===== src/rtl/calc_pkg.sv =====
// calc_pkg: shared types, widths and helpers for the result BCD converter
package calc_pkg;
    typedef enum logic [1:0] {IDLE, ABS, SHIFT} conv_state_t;
    localparam int RESULT_W   = 16;
    localparam int BCD_DIGITS = 5;
    localparam int CONV_ITERS = 16;
    localparam int BCD_W      = 4*BCD_DIGITS;
    // Leading-zero blanking: a digit is shown if it or any higher digit is non-zero; units always shown
    function automatic logic [BCD_DIGITS-1:0] digit_mask(input logic [BCD_W-1:0] d);
        logic [BCD_DIGITS-1:0] m;
        m = '0;
        m[BCD_DIGITS-1] = |d[BCD_W-1 -: 4];
        for (int i = BCD_DIGITS-2; i >= 1; i--) m[i] = (|d[4*i +: 4]) | m[i+1];
        m[0] = 1'b1;
        return m;
    endfunction
endpackage


===== src/rtl/bcd_add3.sv =====
// bcd_add3: double-dabble correction cell, adds 3 to a BCD nibble that is 5 or more
module bcd_add3 (
    input  logic [3:0] d,
    output logic [3:0] q
);
    assign q = (d >= 4'd5) ? d + 4'd3 : d;
endmodule


===== src/rtl/result_bcd_conv.sv =====
// result_bcd_conv: sequential signed 16-bit to 5-digit BCD converter with blanking mask
module result_bcd_conv
    import calc_pkg::*;
(
    input  logic                  clk,
    input  logic                  nRST,
    input  logic                  start,
    input  logic [RESULT_W-1:0]   value,
    output logic                  busy,
    output logic                  done,
    output logic                  neg,
    output logic [BCD_W-1:0]      bcd,
    output logic [BCD_DIGITS-1:0] digit_en
);
    conv_state_t           state_q, state_d;
    logic [4:0]            cnt_q, cnt_d;
    logic [RESULT_W-1:0]   val_q, val_d, mag_q, mag_d;
    logic [BCD_W-1:0]      sr_q, sr_d, sr_adj, sr_next, bcd_q, bcd_d;
    logic                  sign_q, sign_d, busy_q, busy_d, done_q, done_d, neg_q, neg_d;
    logic [BCD_DIGITS-1:0] en_q, en_d;

    for (genvar g = 0; g < BCD_DIGITS; g++) begin : g_add3
        bcd_add3 u_add3 (.d(sr_q[4*g +: 4]), .q(sr_adj[4*g +: 4]));
    end

    assign sr_next = {sr_adj[BCD_W-2:0], mag_q[RESULT_W-1]};

    // Next-state logic: latch input, take magnitude, then shift one bit per cycle
    always_comb begin
        state_d = state_q;
        cnt_d   = cnt_q;
        val_d   = val_q;
        mag_d   = mag_q;
        sr_d    = sr_q;
        sign_d  = sign_q;
        busy_d  = busy_q;
        done_d  = 1'b0;
        neg_d   = neg_q;
        bcd_d   = bcd_q;
        en_d    = en_q;
        case (state_q)
            IDLE: if (start) begin
                val_d   = value;
                busy_d  = 1'b1;
                state_d = ABS;
            end
            ABS: begin
                sign_d  = val_q[RESULT_W-1];
                mag_d   = val_q[RESULT_W-1] ? ~val_q + 16'd1 : val_q;
                sr_d    = '0;
                cnt_d   = '0;
                state_d = SHIFT;
            end
            SHIFT: begin
                sr_d  = sr_next;
                mag_d = mag_q << 1;
                cnt_d = cnt_q + 5'd1;
                if (cnt_q == 5'(CONV_ITERS-1)) begin
                    bcd_d   = sr_next;
                    neg_d   = sign_q;
                    en_d    = digit_mask(sr_next);
                    done_d  = 1'b1;
                    busy_d  = 1'b0;
                    cnt_d   = '0;
                    state_d = IDLE;
                end
            end
            default: state_d = IDLE;
        endcase
    end

    // State and output registers with synchronous reset
    always_ff @(posedge clk) begin
        if (nRST) begin
            state_q <= IDLE;
            cnt_q   <= '0;
            val_q   <= '0;
            mag_q   <= '0;
            sr_q    <= '0;
            sign_q  <= 1'b0;
            busy_q  <= 1'b0;
            done_q  <= 1'b0;
            neg_q   <= 1'b0;
            bcd_q   <= '0;
            en_q    <= 5'b00001;
        end else begin
            state_q <= state_d;
            cnt_q   <= cnt_d;
            val_q   <= val_d;
            mag_q   <= mag_d;
            sr_q    <= sr_d;
            sign_q  <= sign_d;
            busy_q  <= busy_d;
            done_q  <= done_d;
            neg_q   <= neg_d;
            bcd_q   <= bcd_d;
            en_q    <= en_d;
        end
    end

    assign busy     = busy_q;
    assign done     = done_q;
    assign neg      = neg_q;
    assign bcd      = bcd_q;
    assign digit_en = en_q;
endmodule


===== config.mk =====
export PLATFORM = sky130hd
export DESIGN_NAME = result_bcd_conv
export DESIGN_NICKNAME = d
export VERILOG_FILES = /design/src/rtl/calc_pkg.sv /design/src/rtl/bcd_add3.sv /design/src/rtl/result_bcd_conv.sv
export SDC_FILE = /design/constraint.sdc
export NUM_CORES = 1
export LEC_CHECK = 0
export CORE_MARGIN = 1.5
export CORE_UTILIZATION = 51
export CTS_CLUSTER_SIZE = 40
export DETAILED_ROUTE_END_ITERATION = 6
export HOLD_SLACK_MARGIN = 0.15
export PLACE_DENSITY = 0.76
export SLEW_MARGIN = 20
export SYNTH_ARGS = -nofsm -noshare
export SYNTH_HDL_FRONTEND = slang
export SYNTH_HIERARCHICAL = 1
export SYNTH_SLANG_ARGS = --single-unit

===== constraint.sdc =====
create_clock -name clk -period 2 [get_ports clk]
set_input_delay 0.5 -clock clk [delete_from_list [all_inputs] [get_ports clk]]
set_output_delay 0.5 -clock clk [all_outputs]
set_load 0.1 [all_outputs]

# Word-level counts from Yosys, hierarchy flattened
# Cells that the tools add are included.
dict set report classes {
  n_addsub 7
  n_lt_le_gt_ge 5
  eq_ne 5
  n_mux 17
  bitwise_logic 5
  n_reduce_logical 12
}
# operator count
set op_table {}
lappend op_table {{$pmux W20 S2} 1}
lappend op_table {{$pmux W16 S2} 1}
lappend op_table {{$ge A4 B3 Y1 const B} 5}
lappend op_table {{$add A16 B1 Y16 const B} 1}
lappend op_table {{$add A4 B2 Y4 const B} 4}
lappend op_table {{$mux W16} 1}
lappend op_table {{$mux W4} 4}
lappend op_table {{$not A16 Y16} 1}
lappend op_table {{$reduce_or A4 Y1} 4}
lappend op_table {{$pmux W5 S2} 1}
lappend op_table {{$pmux W2 S3} 1}
lappend op_table {{$reduce_and A2 Y1} 3}
lappend op_table {{$add A5 B1 Y5 const B} 1}
lappend op_table {{$eq A5 B4 Y1 const B} 1}
lappend op_table {{$mux W5} 1}
lappend op_table {{$mux W2} 2}
lappend op_table {{$ne A2 B2 Y1 const B} 2}
lappend op_table {{$reduce_bool A2 Y1} 2}
lappend op_table {{$add A3 B2 Y3 const B} 1}
lappend op_table {{$mux W1} 3}
lappend op_table {{$mux W3} 1}
lappend op_table {{$or A1 B1 Y1} 3}
lappend op_table {{$reduce_and A3 Y1} 1}
lappend op_table {{$eq A2 B1 Y1 const B} 1}
lappend op_table {{5 further kinds} 5}
dict set report word_totals {
  ff_bits 87
  inputBits 19
  output_inout_bits 28
  elab_cells 62
}

# Logic depth before layout (Yosys ltp)
dict set report logic_depth {
  depth_word 6
  ltp_mapped 9
  ltp_nobuf 9
}

# Modules after synthesis
# The synthesis kept the hierarchy.
# module n_inst cells_per_inst area_per_inst_um2 seq_area_each_um2
set modules_own_cells {}
lappend modules_own_cells {result_bcd_conv 1 469 3898.7 1741.7}
lappend modules_own_cells {bcd_add3 5 16 101.3 0.0}

# Least setup slack after synthesis
# OpenSTA, ideal clock, no wires.
dict set report synth_timing {
  path_type {register to register}
  start {reg sr_q[9]}
  end {reg en_q[1], in the netlist digit_en[1]}
  setup_ns 0.134
  arrival_time_ns 1.746
  path_slack_ns 0.120
  path_stages_with_launch 9
  n_path_buf 0
  synth_period_minus_slack_ns 1.880
  cell_sequence {dfxtp_1 > inv_1 > ha_1 > nand2b_1 > a21oi_2 > xnor2_1 > or4_1 > nor3_1 > a211oi_1}
}
dict set report synth_between {
  word_cells_on_any_way 8
  cone_classes {add/sub: 1; order compare: 1; mux: 1; bitwise: 3; reduce/logical: 2}
}
# item line
set synth_lines {}
lappend synth_lines {{from (decl)} result_bcd_conv.sv:18} ;# logic [BCD_W-1:0] sr_q, sr_d, sr_adj, sr_next, bcd_q, bcd_d;
lappend synth_lines {{from (signal assigned)} result_bcd_conv.sv:91} ;# sr_q <= sr_d;
lappend synth_lines {{$ge A4 B3 Y1} bcd_add3.sv:6} ;# assign q = (d >= 4'd5) ? d + 4'd3 : d;
lappend synth_lines {{$mux W4} bcd_add3.sv:6}
lappend synth_lines {{net sr_adj[8]} result_bcd_conv.sv:18}
lappend synth_lines {{$reduce_or A4 Y1} calc_pkg.sv:13} ;# for (int i = BCD_DIGITS-2; i >= 1; i--) m[i] = (|d[4*i +: 4]) | m[i+1];
lappend synth_lines {{$or A1 B1 Y1 (2 in series)} calc_pkg.sv:13}
lappend synth_lines {{to (signal assigned)} result_bcd_conv.sv:97} ;# en_q <= en_d;
lappend synth_lines {{to (decl)} result_bcd_conv.sv:20} ;# logic [BCD_DIGITS-1:0] en_q, en_d;
# The timed path passes the listed nets, and every way through them passes these cells.
# A chain may end at the register's enable or synchronous reset.

# Worst setup path after layout
# Ends and elaborated chain as after synthesis.

==> impl_results.md <==
- Vias in the first global route: 3584
- Avg Synthesized Cell Area: 8.05 sq um
- Largest net degree at the start of global routing: 36
- Dpl cells: 679
- Logic pwr share: 25.7%
- CTS tree: built
- Residual DRC: 0
- Syn-to-layout area delta: 18.8%
- Syn Std Cell Area: 4390 sq um
- Setup TNS: 0 ns
- TritonCTS Sinks: 87
- Critical-path cell list: inv_1 -> ha_1 -> nand2b_4 -> a21oi_4 -> xnor2_1 -> or4_4 -> nor3_4 -> a211oi_1
- Cell area after layout: 5210 sq um
- Power per Cell Area: 818 nW/um^2
- Placed cell area: 4940 sq um
- Int Pwr: 2920 uW
- Worst-Skew Late Latency: 0.36 ns
- Least-Margin Pin Slew: 0.510 ns
- Switch share: 31.4%
- Slew HR: 65.1%
- CORE AREA: 8260 sq um
- Port buffer count: 45
- Drt total wl: 9.47 mm
- Warnings from Yosys: 6
- # rows: 33
- CP Launch Type: register
- Final setup vio count: 0
- Layout cell share with drive strength beyond 1: 15.6%
- Worst path slowest cell: or4_4
- Fmax: 515 MHz
- Starting density of the core: 53.1%
- Crit end category: register
- Syn_nets: 581
- Peak supply drop: 0.000411 V
- Clock Power Share: 28.9%
- Routed via count: 3834
- Initial DRC count: 121
- Routed len/inst: 13.7 um
- MaxCap Viol Count: 0
- Initial antenna violation count: 0
- Seq pwr share: 45.4%
- WP data arrival: 2.18 ns
- DRT Pass-1 Iters: 4
- Vias/cell: 5.52
- Die W: 95.7 um
- Clk_skew: 0.00748 ns
- CTS Buf Count: 9
- WP buf/inv: 1
- Power Total: 4260 uW
- Fill count: 718
- IO Pins: 47
- Kind of critical path: register to register
- Clock Tree Buf Depth: 2
- # diodes: 0
- Final Hold Viols: 0
- Die height: 95.7 um
- Final hold slack: 0.459 ns
- CP top delay family: simple AND/OR/NAND/NOR gates
- Die area: 9160 sq um
- DP Wirelength: 6.60 mm
- Leakage: 0.00188 uW
- Total track usage: 21.9%
- First-pass GRT wire length: 15.8 mm
- Htree depth: 3
- Post-route ant nets: 0
- Post-Synthesis Cells: 545
- GPL Wtd Cong: 0.820
- CTS root buf: clkbuf_8
- Fin cells: 694
- Status: complete, no violations
- Critical path fanouts, max: 3
- Largest stage delay on the critical path: 0.54 ns
- Worst Path Required: 2.24 ns
- Crit path time final: 1.94 ns
- Clk slew on worst S/H paths: 0.09 ns
- Final net count: 621
- Congestion Overflow GR: 0
- Tcrit/Tclk final: 97.0%
- Worst hold path class: register to register
- Max Slew Vio Count: 0
- P_sw: 1340 uW
==> state kept, by name, indices dropped and copies added (netlist names) <==
register / flops
bcd: 20
busy: 1
cnt_q: 5
digit_en: 4
done: 1
mag_q: 16
neg: 1
sign_q: 1
sr_q: 20
state_q: 2
val_q: 16
==> through the flow <==
step                worst slack (ns)  utilization (%)
CTS                           0.0318             62.3
detailed placement           -0.0120             59.9
global placement              0.0662             59.9
global route                 -0.0854             63.1
floorplan                      0.120                -
finish                        0.0591             63.1
==> power by group through the flow <==
stage	registers [uW]	logic, uW	clock network [uW]
2_1_floorplan	1970	813	0
3_3_place_gp	1970	1060	0
3_5_place_dp	1970	1080	0
4_1_cts	1930	1100	1250
5_1_grt	1950	1220	1330
6_report	1940	1100	1230
==> repair_timing <==
action                                  4_1_cts  5_1_grt
pin swaps                                     0        5
hold buffers                                  0        0
endpoints found under the setup margin        1        3
setup buffers                                 0        0
resized for setup                             1       15
==> placed cells by master, fill, tap and decap left out, types with 7 or more instances in the layout <==
cell / count
xnor2_1: 9
inv_1: 15
buf_12: 8
a21oi_1: 74
mux2i_1: 7
dfxtp_1: 83
clkbuf_8: 10
o21ai_0: 13
nor2_1: 16
nand3_1: 24
ha_1: 14
buf_4: 39
nand2_1: 103
nand2b_1: 47
clkdlybuf4s50_1: 17
==> metal layers <==
| metal | vias up | track usage, % | share of wire, % |
|---|---|---|---|
| met5 | - | 0 | 0 |
| met4 | 0 | 9.44 | 1.8 |
| met3 | 17 | 3.48 | 3.5 |
| met2 | 77 | 37.6 | 49 |
| met1 | 1794 | 27.0 | 46 |
| li1 | 1946 | - | - |
==> cell type report <==
class                      count  area [sq um]  share of cell area [%]
tap                          105           131                    2.52
sequential                    87          1750                    33.5
multi-input combinational    406          2450                    47.0
clock inverter                 5          58.8                    1.13
timing repair buffer          65           628                    12.1
inverter                      16          61.3                    1.18
clock buffer                  10           138                    2.64
==> path summary, 6_finish.rpt <==
check | from | slack, ns | depth (start not counted) | endpoint
setup reg to reg | sr_q[9]$_SDFFE_PP0P_ | 0.06 | 8 | digit_en[1]$_SDFFE_PP0P_
hold reg to reg | bcd[10]$_SDFFE_PP0P_ | 0.46 | 2 | bcd[10]$_SDFFE_PP0P_
hold / removal | bcd[10]$_SDFFE_PP0P_ | 0.46 | 2 | bcd[10]$_SDFFE_PP0P_
setup / recovery | sr_q[9]$_SDFFE_PP0P_ | 0.06 | 8 | digit_en[1]$_SDFFE_PP0P_
==> worst min-delay path, delay by kind of cell, from the launching register on <==
family / cells / cell delay (ns)
DFF: 1 / 0.32
and+or+nand+nor: 1 / 0.05
AOI/OAI and AO/OA: 1 / 0.05
Power figures use the tool's default switching activity.
